File: src/rtl/mul_csa_seq_pkg.sv
// Shared types and sizing helpers for the iterative carry-save multiplier.
package mul_seq_pkg;

   typedef enum logic [1:0] {
      MUL    = 2'd0,
      MULH   = 2'd1,
      MULHSU = 2'd2,
      MULHU  = 2'd3
   } mul_op_t;

   typedef enum logic [1:0] {
      IDLE    = 2'd0,
      ACCUM   = 2'd1,
      RESOLVE = 2'd2,
      DONE    = 2'd3
   } mul_state_t;

   localparam int MUL_WIDTH = 32;

   // Step counter width; kept at least one bit so tiny widths still elaborate.
   function automatic int cnt_bits(input int width);
      return (width / 2 > 1) ? $clog2(width / 2) : 1;
   endfunction

   localparam int MUL_CNT_W = cnt_bits(MUL_WIDTH);

endpackage

File: src/rtl/mul_csa_seq_if.sv
// Request/response bundle between a multiply requester and the sequencer.
interface mul_csa_seq_if #(parameter int WIDTH = 32);
   import mul_seq_pkg::*;

   logic             flush;
   logic             start;
   mul_op_t          op;
   logic [WIDTH-1:0] a;
   logic [WIDTH-1:0] b;
   logic             out_ack;
   logic             ready;
   logic             busy;
   logic             valid_out;
   logic [WIDTH-1:0] result;

   modport master (
      output flush, start, op, a, b, out_ack,
      input  ready, busy, valid_out, result
   );

   modport slave (
      input  flush, start, op, a, b, out_ack,
      output ready, busy, valid_out, result
   );

endinterface

File: src/rtl/mul_csa_seq_csa42.sv
// Carry-save building blocks: a 3:2 adder and a 4:2 compressor made of two of them.
module mul_csa #(parameter int W = 64) (
   input  logic [W-1:0] x,
   input  logic [W-1:0] y,
   input  logic [W-1:0] z,
   output logic [W-1:0] s,
   output logic [W-1:0] c
);
   logic [W-1:0] maj;

   assign s   = x ^ y ^ z;
   assign maj = (x & y) | (x & z) | (y & z);
   assign c   = maj << 1;

endmodule

// Folds two partial products into the running redundant sum/carry pair.
module mul_csa_42 #(parameter int W = 64) (
   input  logic [W-1:0] sum,
   input  logic [W-1:0] carry,
   input  logic [W-1:0] pp0,
   input  logic [W-1:0] pp1,
   output logic [W-1:0] sum_nx,
   output logic [W-1:0] carry_nx
);
   logic [W-1:0] s1;
   logic [W-1:0] c1;

   mul_csa #(.W(W)) u_csa0 (.x(sum), .y(carry), .z(pp0), .s(s1), .c(c1));
   mul_csa #(.W(W)) u_csa1 (.x(s1), .y(c1), .z(pp1), .s(sum_nx), .c(carry_nx));

endmodule

File: src/rtl/mul_csa_seq.sv
// Radix-4 iterative multiplier: magnitudes in, two multiplier bits per cycle
// through a 4:2 compressor, then one carry-propagate add and sign fix-up.
module mul_csa_seq
   import mul_seq_pkg::*;
#(
   parameter int WIDTH = MUL_WIDTH
) (
   input logic             CLK,
   input logic             nRST,
   mul_csa_seq_if.slave    bus
);
   localparam int         CW   = cnt_bits(WIDTH);
   localparam logic [CW-1:0] LAST = CW'(WIDTH / 2 - 1);

   mul_state_t         state;
   logic [CW-1:0]      cnt;
   logic [2*WIDTH-1:0] sum;
   logic [2*WIDTH-1:0] carry;
   logic [2*WIDTH-1:0] mcand;
   logic [WIDTH-1:0]   mplier;
   logic               neg;
   logic               hi;
   logic [WIDTH-1:0]   result_q;
   logic               valid_q;

   logic               accept;
   logic               a_neg;
   logic               b_neg;
   logic [WIDTH-1:0]   ld_ma;
   logic [WIDTH-1:0]   ld_mb;
   logic [2*WIDTH-1:0] pp0;
   logic [2*WIDTH-1:0] pp1;
   logic [2*WIDTH-1:0] sum_nx;
   logic [2*WIDTH-1:0] carry_nx;
   logic [2*WIDTH-1:0] p_raw;
   logic [2*WIDTH-1:0] p_fix;

   assign bus.ready     = (state == IDLE) || (state == DONE && bus.out_ack);
   assign bus.busy      = (state == ACCUM) || (state == RESOLVE);
   assign bus.valid_out = valid_q;
   assign bus.result    = result_q;
   assign accept        = bus.start && bus.ready && !bus.flush;

   // Operand magnitudes and product sign for a request being accepted this cycle.
   always_comb begin
      a_neg = ((bus.op == MULH) || (bus.op == MULHSU)) && bus.a[WIDTH-1];
      b_neg = (bus.op == MULH) && bus.b[WIDTH-1];
      ld_ma = a_neg ? (~bus.a + 1'b1) : bus.a;
      ld_mb = b_neg ? (~bus.b + 1'b1) : bus.b;
   end

   // Partial products for the two multiplier bits currently at the bottom of mplier.
   always_comb begin
      pp0 = mplier[0] ? mcand : '0;
      pp1 = mplier[1] ? (mcand << 1) : '0;
   end

   mul_csa_42 #(.W(2 * WIDTH)) u_csa42 (
      .sum      (sum),
      .carry    (carry),
      .pp0      (pp0),
      .pp1      (pp1),
      .sum_nx   (sum_nx),
      .carry_nx (carry_nx)
   );

   // Carry-propagate the redundant pair and restore the sign of the product.
   always_comb begin
      p_raw = sum + carry;
      p_fix = neg ? (~p_raw + 1'b1) : p_raw;
   end

   // Sequencer: flush beats everything, an accept (IDLE or acked DONE) reloads,
   // otherwise the state advances.
   always_ff @(posedge CLK or negedge nRST) begin
      if (!nRST) begin
         state    <= IDLE;
         cnt      <= '0;
         sum      <= '0;
         carry    <= '0;
         mcand    <= '0;
         mplier   <= '0;
         neg      <= 1'b0;
         hi       <= 1'b0;
         result_q <= '0;
         valid_q  <= 1'b0;
      end else if (bus.flush) begin
         state   <= IDLE;
         cnt     <= '0;
         valid_q <= 1'b0;
      end else if (accept) begin
         state   <= ACCUM;
         cnt     <= '0;
         sum     <= '0;
         carry   <= '0;
         mcand   <= {{WIDTH{1'b0}}, ld_ma};
         mplier  <= ld_mb;
         neg     <= a_neg ^ b_neg;
         hi      <= (bus.op != MUL);
         valid_q <= 1'b0;
      end else begin
         case (state)
            ACCUM: begin
               sum    <= sum_nx;
               carry  <= carry_nx;
               mcand  <= mcand << 2;
               mplier <= mplier >> 2;
               cnt    <= cnt + 1'b1;
               if (cnt == LAST) begin
                  state <= RESOLVE;
               end
            end
            RESOLVE: begin
               result_q <= hi ? p_fix[2*WIDTH-1:WIDTH] : p_fix[WIDTH-1:0];
               valid_q  <= 1'b1;
               state    <= DONE;
            end
            DONE: begin
               if (bus.out_ack) begin
                  valid_q <= 1'b0;
                  state   <= IDLE;
               end
            end
            default: begin
               state <= IDLE;
            end
         endcase
      end
   end

endmodule

File: src/flat_wrapper.sv
// flat-port wrapper written by rule: the top's interface ports become plain ports
module mul_csa_seq_flat import mul_seq_pkg::*;
#(
   parameter int WIDTH = MUL_WIDTH
)
  (CLK, nRST, bus_flush, bus_start, bus_op, bus_a, bus_b, bus_out_ack, bus_ready, bus_busy, bus_valid_out, bus_result);
  mul_csa_seq_if #(.WIDTH(WIDTH)) bus_i ();
  input logic CLK;
  input logic nRST;
  input wire logic [$bits(bus_i.flush)-1:0] bus_flush;
  input wire logic [$bits(bus_i.start)-1:0] bus_start;
  input wire logic [$bits(bus_i.op)-1:0] bus_op;
  input wire logic [$bits(bus_i.a)-1:0] bus_a;
  input wire logic [$bits(bus_i.b)-1:0] bus_b;
  input wire logic [$bits(bus_i.out_ack)-1:0] bus_out_ack;
  output wire logic [$bits(bus_i.ready)-1:0] bus_ready;
  output wire logic [$bits(bus_i.busy)-1:0] bus_busy;
  output wire logic [$bits(bus_i.valid_out)-1:0] bus_valid_out;
  output wire logic [$bits(bus_i.result)-1:0] bus_result;
  assign bus_i.flush = bus_flush;
  assign bus_i.start = bus_start;
  assign bus_i.op = bus_op;
  assign bus_i.a = bus_a;
  assign bus_i.b = bus_b;
  assign bus_i.out_ack = bus_out_ack;
  assign bus_ready = bus_i.ready;
  assign bus_busy = bus_i.busy;
  assign bus_valid_out = bus_i.valid_out;
  assign bus_result = bus_i.result;
  mul_csa_seq #(.WIDTH(WIDTH)) u_core (.CLK(CLK), .nRST(nRST), .bus(bus_i));
endmodule
File: config.mk
export PLATFORM = sky130hd
export DESIGN_NAME = mul_csa_seq_flat
export DESIGN_NICKNAME = d
export VERILOG_FILES = /design/src/rtl/mul_csa_seq_pkg.sv /design/src/rtl/mul_csa_seq_if.sv /design/src/rtl/mul_csa_seq_csa42.sv /design/src/rtl/mul_csa_seq.sv /design/src/flat_wrapper.sv
export SDC_FILE = /design/constraint.sdc
export NUM_CORES = 1
export LEC_CHECK = 0
export BUFFER_PORTS_ARGS = -buffer_cell sky130_fd_sc_hd__buf_2
export CORE_AREA = 3 3 275 277
export DETAILED_ROUTE_END_ITERATION = 6
export DIE_AREA = 0 0 278 280
export GPL_TIMING_DRIVEN = 1
export PLACE_DENSITY = 0.44
export SLEW_MARGIN = 25
export SYNTH_ARGS = -nofsm -noshare
export SYNTH_HDL_FRONTEND = slang
export SYNTH_SLANG_ARGS = --single-unit
File: constraint.sdc
create_clock -name CLK -period 4.3 [get_ports CLK]
set_clock_uncertainty 0.2 [all_clocks]
set_input_delay 0.215 -clock CLK [delete_from_list [all_inputs] [get_ports CLK]]
set_output_delay 0.215 -clock CLK [all_outputs]
set_load 0.1 [all_outputs]
# == After elaboration in Yosys (flattened, before gate mapping) ==
# Cells that the tools add are included.
# totals
regBits,265
inputBits,71
# op_classes
add_sub_neg,5
n_eq_ne,8
mux,26
bitwise_logic,20
n_reduce_logical,19
# ops
cell,n
two-way mux 64 bit,9
AND 63 bit,6
XOR 64 bit,4
bitwise OR 63 bit,4
two-way mux 32 bit,5
adder 32 x 1 -> 32 bit (second input constant),2
adder 64 x 1 -> 64 bit (second input constant),1
adder 64 bit,1
NOT 32 bit,2
NOT 64 bit,1
two-way mux 4 bit,3
two-way mux 2 bit,4
!= test 4 x 3 -> 1 bit (second input constant),2
AND reduction 2 bit,4
== test 2 bit (second input constant),3
one-hot mux 2 bit (3 select lines),1
logical AND 1 bit,5
adder 4 x 1 -> 4 bit (second input constant),1
== test 2 x 1 -> 1 bit (second input constant),2
== test 4 bit (second input constant),1
nonzero test 2 bit,2
nonzero test 4 bit,1
logical OR 1 bit,3
two-way mux 1 bit,3
7 further kinds,8

# == Logic depth before layout (Yosys ltp) ==
# Gate-level depths: netlist of run 1.
# depth
word_depth,9
mapped_depth,17
depth_no_buf,15

# == Hierarchy ==
# Synthesis of run 1 repeated with hierarchy kept, for this count alone.
# unflattened
hier_cells,2447
hier_area_um2,21887.2
# by_module_without_submodules
mod,n_inst,cells_each,area_each_um2,seq_area_each_um2
mul_csa_seq,1,2315,19294.8,6631.4
mul_csa,2,66,1296.2,0.0

# == Least setup slack after synthesis of run 1 ==
# Ideal clock, no wire load.
# synth_timing
path_kind,flip-flop to flip-flop
from,register u_core.carry[2]
to,register u_core.result_q[29] (netlist: u_core.bus.result[29])
setup_ps,128
arrival_ps,4459
required_time_ps,3972
setup_slack_ps,-488
stages_incl_launch_ff,17
path_buffers,1
cell_sequence,dfrtp_1 ha_1 inv_1 fa_1 nand2b_1 a211oi_2 o21ai_1 a31oi_1 a221oi_1 xnor2_1 a2111o_1 or4_4 buf_6 or4b_4 o31ai_4 xor2_1 o21ai_1
# synth_between
elab_chain_len,5
# synth_lines
element,line_no,source
start: declaration,mul_csa_seq.sv:18,logic [2*WIDTH-1:0] carry;
start signal: assignment,mul_csa_seq.sv:105,carry <= carry_nx;
adder 64 bit *,mul_csa_seq.sv:69,p_raw = sum + carry;
NOT 64 bit,mul_csa_seq.sv:70,p_fix = neg ? (~p_raw + 1'b1) : p_raw;
adder 64 x 1 -> 64 bit,mul_csa_seq.sv:70,
two-way mux 64 bit *,mul_csa_seq.sv:70,
two-way mux 32 bit *,mul_csa_seq.sv:114,result_q <= hi ? p_fix[2*WIDTH-1:WIDTH] : p_fix[WIDTH-1:0];
end signal: assignment,mul_csa_seq.sv:114,
end: declaration,mul_csa_seq.sv:23,logic [WIDTH-1:0] result_q;
# Every way passes the cells marked *; elsewhere a longest branch is shown, timed or not.
# A chain may end at the register's enable or synchronous reset.

# == Final worst setup path of run 1 ==
# layout_timing
from,register u_core.sum[2]
to,register u_core.result_q[21] (netlist: u_core.bus.result[21])
# layout_between
elab_chain_len,5
# layout_lines
element,line_no,source
start: declaration,mul_csa_seq.sv:17,logic [2*WIDTH-1:0] sum;
start signal: assignment,mul_csa_seq.sv:104,sum <= sum_nx;
adder 64 bit *,mul_csa_seq.sv:69,
NOT 64 bit,mul_csa_seq.sv:70,
adder 64 x 1 -> 64 bit,mul_csa_seq.sv:70,
two-way mux 64 bit *,mul_csa_seq.sv:70,
two-way mux 32 bit *,mul_csa_seq.sv:114,
# Marks and branches as above.

==> impl_metrics.py, run 1 <==
metrics = {
    "yosys": {
        "ys.flop_type": "dfrtp_1",
        "yosysTopAreaCell": "dfrtp_1",
        "synthArstFlopShare_pct": 100.0,
        "seq_area_frac_synth_pct": 29.94,
        "syn_area_sq_um": 21980,
        "ys_seq_elements": 263,
        "syn_avg_cell_area_sq_um": 8.346,
        "ys_top_cells_by_area": "dfrtp_1 (30%), fa_1 (11%), nand2_1 (8.7%)",
        "yosys_warnings": 0,
        "yosysUniqueCellTypes": 95,
        "synth_edf_count": 0,
        "syn-instance-count": 2634,
        "synth_fp_nets": 2904,
        "synth_top_area_share_pct": 29.94,
    },
    "cts": {
        "htree_levels": 2,
        "cts_buffer_depth": 3,
        "cts.reportedPaths.clkPinSlew_ns": 0.06,
        "clk-insertion-delay-late_ns": 0.55,
        "cts_made_buffers": 37,
        "cts_tree": "built",
        "cts_root_buf": "clkbuf_16",
        "clock_sinks": 263,
    },
    "timing": {
        "period_share_pct": 104.7,
        "finalMaxSlewViolations": 0,
        "rsz0062_at_grt": "yes",
        "setup_tns_ns": -2.554,
        "clock.fmax_mhz": 222.1,
        "min_period_ns": 4.502,
        "hold_viol": 0,
        "fin_ws_ns": -0.2023,
        "setup_viol": 25,
        "slew_headroom_pct": 30.33,
        "worst_pin_slew_ns": 1.041,
    },
    "die": {
        "core_region_area_sq_um": 73080,
        "die-area_sq_um": 77840,
        "start_util_pct": 30.08,
        "die_y_microns": 280,
        "rows": 99,
        "io-pin-count": 106,
        "die-width_microns": 278,
    },
    "drt": {
        "vias": 21722,
        "drtIter0Drc": 1326,
        "dr_wl_met3_mm": 3.738,
        "dr.pass1.iters": 5,
        "dr.max_layer_used": "met4",
        "vias_per_cell": 5.143,
        "dr_wl_met2_mm": 35.46,
        "met1Wirelength_mm": 36.48,
        "remaining_drc_errors": 0,
        "ant_nets": 0,
        "drt_wl_total_mm": 77.80,
        "wire_per_inst_microns": 18.42,
    },
    "place": {
        "placedInstanceArea_sq_um": 27000,
        "place.gp.congestion": 0.9038,
        "port_buffers": 105,
        "dp_hpwl_mm": 58.84,
        "dpl.cell_count": 4033,
        "dp_slack_ns": -0.3989,
    },
    "finish": {
        "fill_cells": 7351,
        "fin_nets": 3510,
        "seq_area_sq_um": 6581,
        "diodes": 0,
        "area_growth_pct": 39.19,
        "layout-drive-gt1-share_pct": 28.42,
        "finish.instance_area_sq_um": 30600,
        "fin_cells": 4224,
        "multi_input_area_sq_um": 15850,
    },
    "power": {
        "p_leak_nw": 13.85,
        "p_per_area_nw_per_um2": 590.8,
        "finalPower_mw": 18.08,
        "ir_drop_v": 0.0004344,
    },
    "worst_setup_path": {
        "path_class": "reg -> reg",
        "worstPathArrival_ns": 4.73,
        "rr_startpoint": "u_core.sum[2]$_DFFE_PN0P_",
        "cpPeakStageDelay_ns": 0.57,
        "cp_max_fo": 7,
        "start_kind": "register",
        "path_cells": "ha_2 > inv_2 > fa_2 > nand2b_4 > a211oi_4 > buf_6 > o21ai_4 > a31oi_4 > buf_6 > a221oi_4 > xnor2_2 > a211o_1 > or4_4 > or4b_4 > o21ai_2 > xor2_1 > o221ai_1",
        "crit_top_cell": "buf_6",
        "cp-end-kind": "register",
        "cp.required_ns": 4.53,
        "cp_slowest_cell": "or4b_4",
        "crit_start": "u_core.sum[2]$_DFFE_PN0P_",
    },
    "grt": {
        "grt_pass1_wl_mm": 125.7,
        "grt_max_degree": 107,
        "grt_usage_pct": 19.98,
        "antenna_found_initial": 0,
        "grt-ovfl-total": 0,
        "grt_pass1_vias": 22414,
    },
    "min_path": {
        "min-delay-start": "bus_b[11]",
        "hold_path.class": "in -> reg",
    },
    "run_status": {
        "violations": "negative setup slack",
        "status": "complete, but fails checks",
    },
    "run": {
        "maxCapViolations": 0,
    },
}
## registers in the layout, indices dropped and copies added, names as in the netlist
signal / count
u_core.bus.result: 32
u_core.cnt: 4
u_core.hi: 1
u_core.mplier: 32
u_core.state: 2
u_core.neg: 1
u_core.bus.valid_out: 1
u_core.carry: 62
u_core.mcand: 64
u_core.sum: 64
## power breakdown
group          internal, mW  total [mW]  switching [mW]
clock network          1.94        3.14            1.21
logic                  4.70        11.2            6.52
registers              3.11        3.72           0.606
total                  9.75        18.1            8.33
## critical path, delay by kind of cell, from the launching register on
kind	cells	cell delay [ns]
AO/OA/AOI/OAI	7	1.35
AND/OR/NAND/NOR	3	1.23
adder cells (fa/ha/maj)	2	0.54
buffers and inverters	3	0.38
flip-flops	1	0.36
XOR/XNOR	2	0.32
## area by class of cell
cell class / count / share of cell area [%]
multi-input cells: 2165 / 51.79
clock inverters: 10 / 0.3558
clock buffers: 54 / 3.701
flip-flops and latches: 263 / 21.51
repair buffers: 728 / 18.17
inverters: 45 / 0.5520
well taps: 959 / 3.921
## stage by stage
step                      hold slack [ns]  util [%]
final                             0.03558     41.87
after global routing              0.04024     41.87
after detailed placement           0.1682     36.95
after floorplan                   -0.2806         -
after global placement             0.1658     36.95
after CTS                        0.005089     40.91
## cell usage after synthesis, drive strengths merged, types with 12 or more instances
cell type and number:
nand2 512, a21oi 308, dfrtp 263, and2 150, o21ai 150, nor2 147, clkbuf 135, fa 124
ha 75, nor3 70, xnor2 62, xor2 60, inv 45, a21o 30, a22oi 30, nand4 27
buf 26, nand3 26, a31oi 25, or3 25, nor4 24, o31ai 22, mux2i 20, a211oi 19
o22a 18, o211ai 16, and3 15, o41ai 15, nand2b 14, a2111oi 12
## cells by family (layout without fill, tap and decap cells)
family	count (synthesis)	after routing	share of synthesized area (%)
and+or+nand+nor	1060	1060	22.65
AOI/OAI and AO/OA	758	758	22.08
DFF	263	263	29.94
buffers and inverters	206	837	3.643
adders and majority gates	199	199	15.56
xor gates and xnor gates	122	122	4.861
muxes	26	26	1.269
## final timing paths
kind                                                     endpoint  depth (start not counted)  slack (ns)
worst max-delay path            u_core.bus.result[21]$_DFFE_PN0P_                         17       -0.20
worst min-delay path                u_core.mplier[11]$_DFFE_PN0P_                          4        0.04
worst max register to register  u_core.bus.result[21]$_DFFE_PN0P_                         17       -0.20
worst min register to register   u_core.bus.result[3]$_DFFE_PN0P_                          1        0.28
max in group asynchronous              u_core.sum[27]$_DFFE_PN0P_                          3        2.75
min in group asynchronous           u_core.mplier[27]$_DFFE_PN0P_                          2        0.13
## cells in the final DEF (no fill, tap or decap), drive strengths merged, types with 70 or more instances in the layout
cell type    count
and2           150
ha              75
nor3            70
nand2          512
dlygate4sd3     72
o21ai          150
fa             124
buf            656
dfrtp          263
nor2           147
a21oi          308
## metal layers
layer  up-vias  global-route usage, %
met5         -                      0
met4         0                  5.415
met3       111                  2.721
met2       520                  32.55
met1     10572                  27.90
li1      10519                      -
## timing repair
| item | in CTS | in global routing |
|---|---|---|
| setup buffers | 33 | 25 |
| hold endpoints to repair | 171 | 0 |
| setup endpoints to repair | 32 | 32 |
| pin swaps | 44 | 58 |
| hold buffers | 72 | 0 |
| cloned | 0 | 0 |
| resized for setup | 127 | 104 |
(Power assumes the default switching activity.)
==> inputs of run 2 (changes only) <==
--- a/config.mk
+++ b/config.mk
@@ -10,7 +10,6 @@
 export DETAILED_ROUTE_END_ITERATION = 6
 export DIE_AREA = 0 0 278 280
 export GPL_TIMING_DRIVEN = 1
-export PLACE_DENSITY = 0.44
 export SLEW_MARGIN = 25
 export SYNTH_ARGS = -nofsm -noshare
 export SYNTH_HDL_FRONTEND = slang
==> constraint.sdc (replaced) <==
create_clock -name CLK -period 5.5 [get_ports CLK]
set_clock_uncertainty 0.2 [all_clocks]
set_input_delay 0.275 -clock CLK [delete_from_list [all_inputs] [get_ports CLK]]
set_output_delay 0.275 -clock CLK [all_outputs]
set_load 0.1 [all_outputs]
==> run 2 against run 1 <==
  * The flow now finishes without violations
  * Maximum frequency is 12% lower
  * Total power is 37% lower
  * Wire length is 14% lower
  * Die area stayed put
  * Non-clock buffer count is 540 lower
  * Global-route usage is 3.0 points lower
  * Combinational power is 46% lower
  * Core utilization is 7.5 points lower
  * Via count is 8.8% lower
  * Cell area is 18% lower
==> impl_metrics.py, run 2 (synthesis gave the netlist of run 1 again) <==
metrics = {
    "worst_setup_path": {
        "crit_start": "u_core.carry[27]$_DFFE_PN0P_",
        "path_class": "reg -> reg",
        "rr_startpoint": "u_core.carry[27]$_DFFE_PN0P_",
        "cp_max_fo": 13,
        "worstPathArrival_ns": 5.34,
        "cp-end-kind": "register",
        "start_kind": "register",
        "cp.required_ns": 5.73,
    },
    "grt": {
        "grt_pass1_wl_mm": 108.7,
        "antenna_found_initial": 3,
        "grt-ovfl-total": 0,
        "grt_max_degree": 158,
        "grt_usage_pct": 17.02,
        "grt_pass1_vias": 18934,
    },
    "drt": {
        "drt_wl_total_mm": 66.54,
        "ant_nets": 0,
        "wire_per_inst_microns": 18.08,
        "vias_per_cell": 5.381,
        "dr.pass1.iters": 5,
        "vias": 19808,
        "dr.max_layer_used": "met5",
        "met1Wirelength_mm": 32.33,
        "dr_wl_met2_mm": 28.96,
        "dr_wl_met3_mm": 3.544,
        "remaining_drc_errors": 0,
        "drtIter0Drc": 1710,
    },
    "power": {
        "p_per_area_nw_per_um2": 455.9,
        "p_leak_nw": 10.86,
        "ir_drop_v": 0.0003727,
    },
    "timing": {
        "min_period_ns": 5.112,
        "slew_headroom_pct": 26.08,
        "rsz0062_at_grt": "no",
        "fin_ws_ns": 0.3883,
        "hold_viol": 0,
        "finalMaxSlewViolations": 0,
        "clock.fmax_mhz": 195.6,
        "worst_pin_slew_ns": 1.097,
        "setup_tns_ns": 0,
        "period_share_pct": 92.94,
        "setup_viol": 0,
        "whs_ns": 0.03590,
    },
    "run_status": {
        "status": "finished clean",
    },
    "cts": {
        "post_cts_buffers": 0,
        "cts_made_buffers": 35,
        "cts_buffer_depth": 3,
        "cts.reportedPaths.clkPinSlew_ns": 0.06,
        "cts_root_buf": "clkbuf_16",
        "cts_tree": "built",
        "clk-insertion-delay-late_ns": 0.55,
        "htree_levels": 2,
        "clock_sinks": 263,
    },
    "run": {
        "maxCapViolations": 0,
    },
    "place": {
        "dp_slack_ns": 0.3268,
        "dp_hpwl_mm": 48.69,
        "place.gp.congestion": 0.9745,
        "port_buffers": 105,
    },
    "die": {
        "start_util_pct": 30.08,
        "core_region_area_sq_um": 73080,
        "rows": 99,
        "io-pin-count": 106,
        "die_y_microns": 280,
        "die-area_sq_um": 77840,
        "die-width_microns": 278,
    },
    "finish": {
        "layout-drive-gt1-share_pct": 9.375,
        "final_common_cell": "nand2_1",
        "reg_top3": "u_core.mcand x64, u_core.sum x64, u_core.carry x62",
        "fin_nets": 2968,
        "area_growth_pct": 14.21,
        "final_util_pct": 34.36,
        "final_cell_mix": "nand2_1 (510), a21oi_1 (305), dfrtp_1 (262)",
    },
    "min_path": {
        "hold_path.class": "in -> reg",
        "min-delay-start": "bus_a[18]",
    },
}
## run 2: cell count changes in the layout (fill, tap and decap cells not counted), moves of 18 or more
cell / delta
buf_4: -495
o21ai_0: +18
a21oi_2: -21
buf_6: -21
a21oi_1: +23
dlygate4sd3_1: -22
## run 2: where the power goes
part	internal, mW	leakage [nW]	switching, mW
registers	2.43	3.50	0.576
logic	1.98	6.79	4.12
clock network	1.44	0.568	0.899
total	5.85	10.9	5.60
## run 2: metrics by stage
stage          power [mW]  area [sq um]  std cells
2_1_floorplan       7.411         21980       2634
3_3_place_gp        9.024         23430       3570
3_5_place_dp        9.047         23430       3570
4_1_cts             11.48         25090       3679
5_1_grt             12.29         25110       3681
6_report            11.45         25110       3681
## run 2: layout make-up
type	count	area, sq um
sequential	263	6583
timing repair buffer	188	1346
clock buffer	55	1084
multi-input combinational	2165	14650
antenna	2	5.005
tap	959	1200
clock inverter	4	73.82
inverter	45	168.9
fill	7595	47970
## run 2: per-layer routing
| layer | track usage (%) | up-vias |
|---|---|---|
| li1 | - | 9439 |
| met5 | 0 | - |
| met1 | 25.54 | 9665 |
| met4 | 4.806 | 2 |
| met3 | 1.955 | 107 |
| met2 | 25.77 | 595 |
## run 2: timing repair
item / CTS / global route
endpoints found under the hold margin: 147 / 0
gates resized for setup: 0 / 3
endpoints found under the setup margin: 0 / 12
hold buffers: 50 / 0
## run 2: worst max-delay path, cell delays in order, from the launching register on
cell       delay [ns]
dfrtp_1          0.42
ha_1             0.51
a21oi_1          0.31
o21ai_1          0.17
a211o_1          0.36
a211o_1          0.35
a2111oi_0        0.36
a311oi_1         0.18
a2111o_1         0.48
or4_4            0.60
or4b_4           0.55
nor3_2           0.20
a21oi_1          0.09
a31o_1           0.23
## run 2: final timing paths
path | slack [ns] | cells after the start | endpoint
worst max-delay path | 0.39 | 13 | u_core.bus.result[26]$_DFFE_PN0P_
worst max register to register | 0.39 | 13 | u_core.bus.result[26]$_DFFE_PN0P_
worst min register to register | 0.28 | 2 | u_core.mplier[12]$_DFFE_PN0P_
min in group asynchronous | 0.13 | 2 | u_core.carry[63]$_DFFE_PN0P_
max in group asynchronous | 3.59 | 3 | u_core.mplier[1]$_DFFE_PN0P_
worst min-delay path | 0.04 | 4 | u_core.mcand[18]$_DFFE_PN0P_
==> inputs of run 3 (changes only) <==
--- a/config.mk
+++ b/config.mk
@@ -5,11 +5,13 @@
 export SDC_FILE = /design/constraint.sdc
 export NUM_CORES = 1
 export LEC_CHECK = 0
+export ABC_AREA = 1
 export BUFFER_PORTS_ARGS = -buffer_cell sky130_fd_sc_hd__buf_2
-export CORE_AREA = 3 3 275 277
+export CORE_AREA = 3 3 204 206
 export DETAILED_ROUTE_END_ITERATION = 6
-export DIE_AREA = 0 0 278 280
+export DIE_AREA = 0 0 207 209
 export GPL_TIMING_DRIVEN = 1
+export PLACE_DENSITY = 0.77
 export SLEW_MARGIN = 25
 export SYNTH_ARGS = -nofsm -noshare
 export SYNTH_HDL_FRONTEND = slang
==> run 3 against run 2 <==
  * Clock power is 2% lower
  * Total power is 2.7% lower
  * Sequential power is 6% lower
  * Combinational power is 1% lower
  * Largest power group unchanged
  * Highest routed layer is now met4
==> impl_metrics.py, run 3 <==
metrics = {
    "yosys": {
        "ys_top_cells_by_area": "dfrtp_1 (28%), nand2_1 (17%), fa_1 (10%)",
        "synth_top_area_share_pct": 27.65,
        "ys.flop_type": "dfrtp_1",
        "ys_seq_elements": 263,
        "yosysUniqueCellTypes": 54,
        "seq_area_frac_synth_pct": 27.65,
        "synth_fp_nets": 3725,
        "ys_top_cells_by_count": "nand2_1 (1,106), inv_1 (572), dfrtp_1 (263)",
        "synth_edf_count": 0,
        "syn_avg_cell_area_sq_um": 6.888,
        "yosysTopAreaCell": "dfrtp_1",
        "synthArstFlopShare_pct": 100.0,
        "syn-instance-count": 3455,
        "syn_area_sq_um": 23800,
        "yosys_warnings": 0,
        "yosysMostFrequentCell": "nand2_1",
    },
    "finish": {
        "reg_top3": "u_core.mcand x64, u_core.sum x64, u_core.carry x62",
        "fill_cells": 3516,
        "layout-drive-gt1-share_pct": 8.450,
        "final_cell_mix": "nand2_1 (1,104), inv_1 (571), dfrtp_1 (260)",
        "final_common_cell": "nand2_1",
        "finish.instance_area_sq_um": 26540,
        "area_growth_pct": 11.51,
        "fin_nets": 3832,
        "fin_cells": 4112,
    },
    "timing": {
        "fin_ws_ns": 1.433,
        "rsz0062_at_grt": "no",
        "worst_pin_slew_ns": 1.056,
        "hold_viol": 0,
        "finalMaxSlewViolations": 0,
        "slew_headroom_pct": 29.35,
        "min_period_ns": 4.067,
        "clock.fmax_mhz": 245.9,
        "setup_tns_ns": 0,
        "period_share_pct": 73.95,
        "setup_viol": 0,
    },
    "power": {
        "ir_drop_v": 0.0004140,
        "finalPower_mw": 11.14,
        "p_per_area_nw_per_um2": 419.8,
        "p_leak_nw": 14.98,
    },
    "place": {
        "place.gp.congestion": 0.9869,
        "dp_hpwl_mm": 56.34,
        "dp_slack_ns": 1.575,
        "dpl.cell_count": 3986,
        "placedInstanceArea_sq_um": 24720,
        "port_buffers": 105,
    },
    "drt": {
        "drtIter0Drc": 2545,
        "drt_wl_total_mm": 76.37,
        "ant_nets": 0,
        "remaining_drc_errors": 0,
        "vias_per_cell": 5.805,
        "wire_per_inst_microns": 18.57,
        "vias": 23870,
        "dr.pass1.iters": 6,
    },
    "die": {
        "die-width_microns": 207,
        "io-pin-count": 106,
        "die-area_sq_um": 43260,
        "rows": 73,
        "die_y_microns": 209,
        "core_region_area_sq_um": 39820,
        "start_util_pct": 59.76,
    },
    "worst_setup_path": {
        "crit_top_cell": "inv_1",
        "cp-end-kind": "register",
        "path_cells": "inv_1 > ha_1 > inv_1 > nand2_1 > nand2_4 > nor2_4 > buf_4 > inv_1 > buf_4 > a21oi_1 > o21ai_0 > o211ai_1 > o21ai_0",
        "start_kind": "register",
        "path_class": "reg -> reg",
        "worstPathArrival_ns": 4.30,
        "cp_slowest_cell": "inv_1",
        "cp_max_fo": 65,
        "cpPeakStageDelay_ns": 0.58,
        "cp.required_ns": 5.73,
    },
    "grt": {
        "grt_max_degree": 116,
        "antenna_found_initial": 1,
        "grt-ovfl-total": 0,
        "grt_usage_pct": 35.14,
        "grt_pass1_vias": 23027,
        "grt_pass1_wl_mm": 124.0,
    },
    "cts": {
        "cts_resized": 0,
        "postCtsHoldBufs": 68,
        "cts_buffer_depth": 3,
        "post_cts_buffers": 0,
        "cts_made_buffers": 31,
        "cts_tree": "built",
        "clock_sinks": 263,
        "clk-insertion-delay-late_ns": 0.61,
        "cts_root_buf": "clkbuf_16",
        "cts.reportedPaths.clkPinSlew_ns": 0.06,
        "htree_levels": 1,
    },
    "run": {
        "maxCapViolations": 0,
    },
    "min_path": {
        "hold_path.class": "in -> reg",
    },
    "run_status": {
        "status": "finished clean",
    },
}
==> run 3: cell types whose count changed after synthesis, sizes merged, moves of 28 or more <==
| cell | previous run | this run |
|---|---|---|
| a22oi | 30 | 0 |
| nor3 | 70 | 26 |
| a32o | 5 | 119 |
| xnor2 | 62 | 19 |
| nor2 | 147 | 280 |
| xor2 | 60 | 24 |
| a21oi | 308 | 132 |
| nand2 | 512 | 1142 |
| a21o | 30 | 2 |
| inv | 45 | 586 |
| and2 | 150 | 6 |
| clkbuf | 135 | 96 |
| nand3 | 26 | 175 |
==> run 3: cell families after synthesis <==
kind of cell / count (synthesis) / share of synthesized area, %
flip-flops: 263 / 27.65
buffers and inverters: 704 / 11.14
AND/OR/NAND/NOR: 1717 / 30.49
XOR/XNOR: 43 / 1.582
adder cells (fa/ha/maj): 199 / 14.37
AO/OA/AOI/OAI: 529 / 14.76
==> run 3: per-stage QoR <==
stage | hold WS [ns] | utilization, %
detailed placement | 0.1881 | 62.07
CTS | 0.01859 | 66.63
global placement | 0.1879 | 62.06
global route | 0.05794 | 66.64
floorplan | -0.2206 | -
finish | 0.06165 | 66.64
==> run 3: power breakdown <==
group | internal, mW | switching [mW]
Clock | 1.42 | 0.868
Combinational | 1.75 | 4.25
Sequential | 2.41 | 0.436
Total | 5.59 | 5.56
==> run 3: metal layers <==
layer  routed length, microns  share of wire [%]  global-route usage [%]  vias up
met3                     5425                7.1                   3.858      155
met5                        0                  0                       0        -
met1                    33440                 44                   50.29    11418
met4                     2370                3.1                   9.551        0
li1                         -                  -                       -    11264
met2                    35130                 46                   57.27     1033
==> run 3: layout make-up <==
cell class                 count  area [sq um]  area share (%)
inverter                     590          2215           8.345
timing repair buffer         188          1345           5.068
multi-input combinational   2488         14600           55.01
antenna                        1         2.502        0.009429
clock buffer                  46         912.1           3.437
sequential                   263          6585           24.81
tap                          525         656.9           2.475
clock inverter                11         222.7          0.8392
==> run 3: final timing paths <==
path,slack [ns],cells past startpoint,from,to
worst max-delay path,1.43,13,u_core.state[0]$_DFFE_PN0P_,u_core.mplier[23]$_DFFE_PN0P_
worst min-delay path,0.06,4,bus_op[1],u_core.hi$_DFFE_PN0P_
worst max register to register,1.43,13,u_core.state[0]$_DFFE_PN0P_,u_core.mplier[23]$_DFFE_PN0P_
worst min register to register,0.28,2,u_core.bus.result[0]$_DFFE_PN0P_,u_core.bus.result[0]$_DFFE_PN0P_
max in group asynchronous,3.52,3,nRST,u_core.neg$_DFFE_PN0P_
min in group asynchronous,0.08,2,nRST,u_core.carry[6]$_DFFE_PN0P_
==> run 3: worst max-delay path: cells and delay by family, from the launching register on <==
family	cells	cell delay [ns]
buffers and inverters	5	1.73
flip-flops	1	0.44
AO/OA/AOI/OAI	4	0.44
AND/OR/NAND/NOR	3	0.85
adder cells (fa/ha/maj)	1	0.17
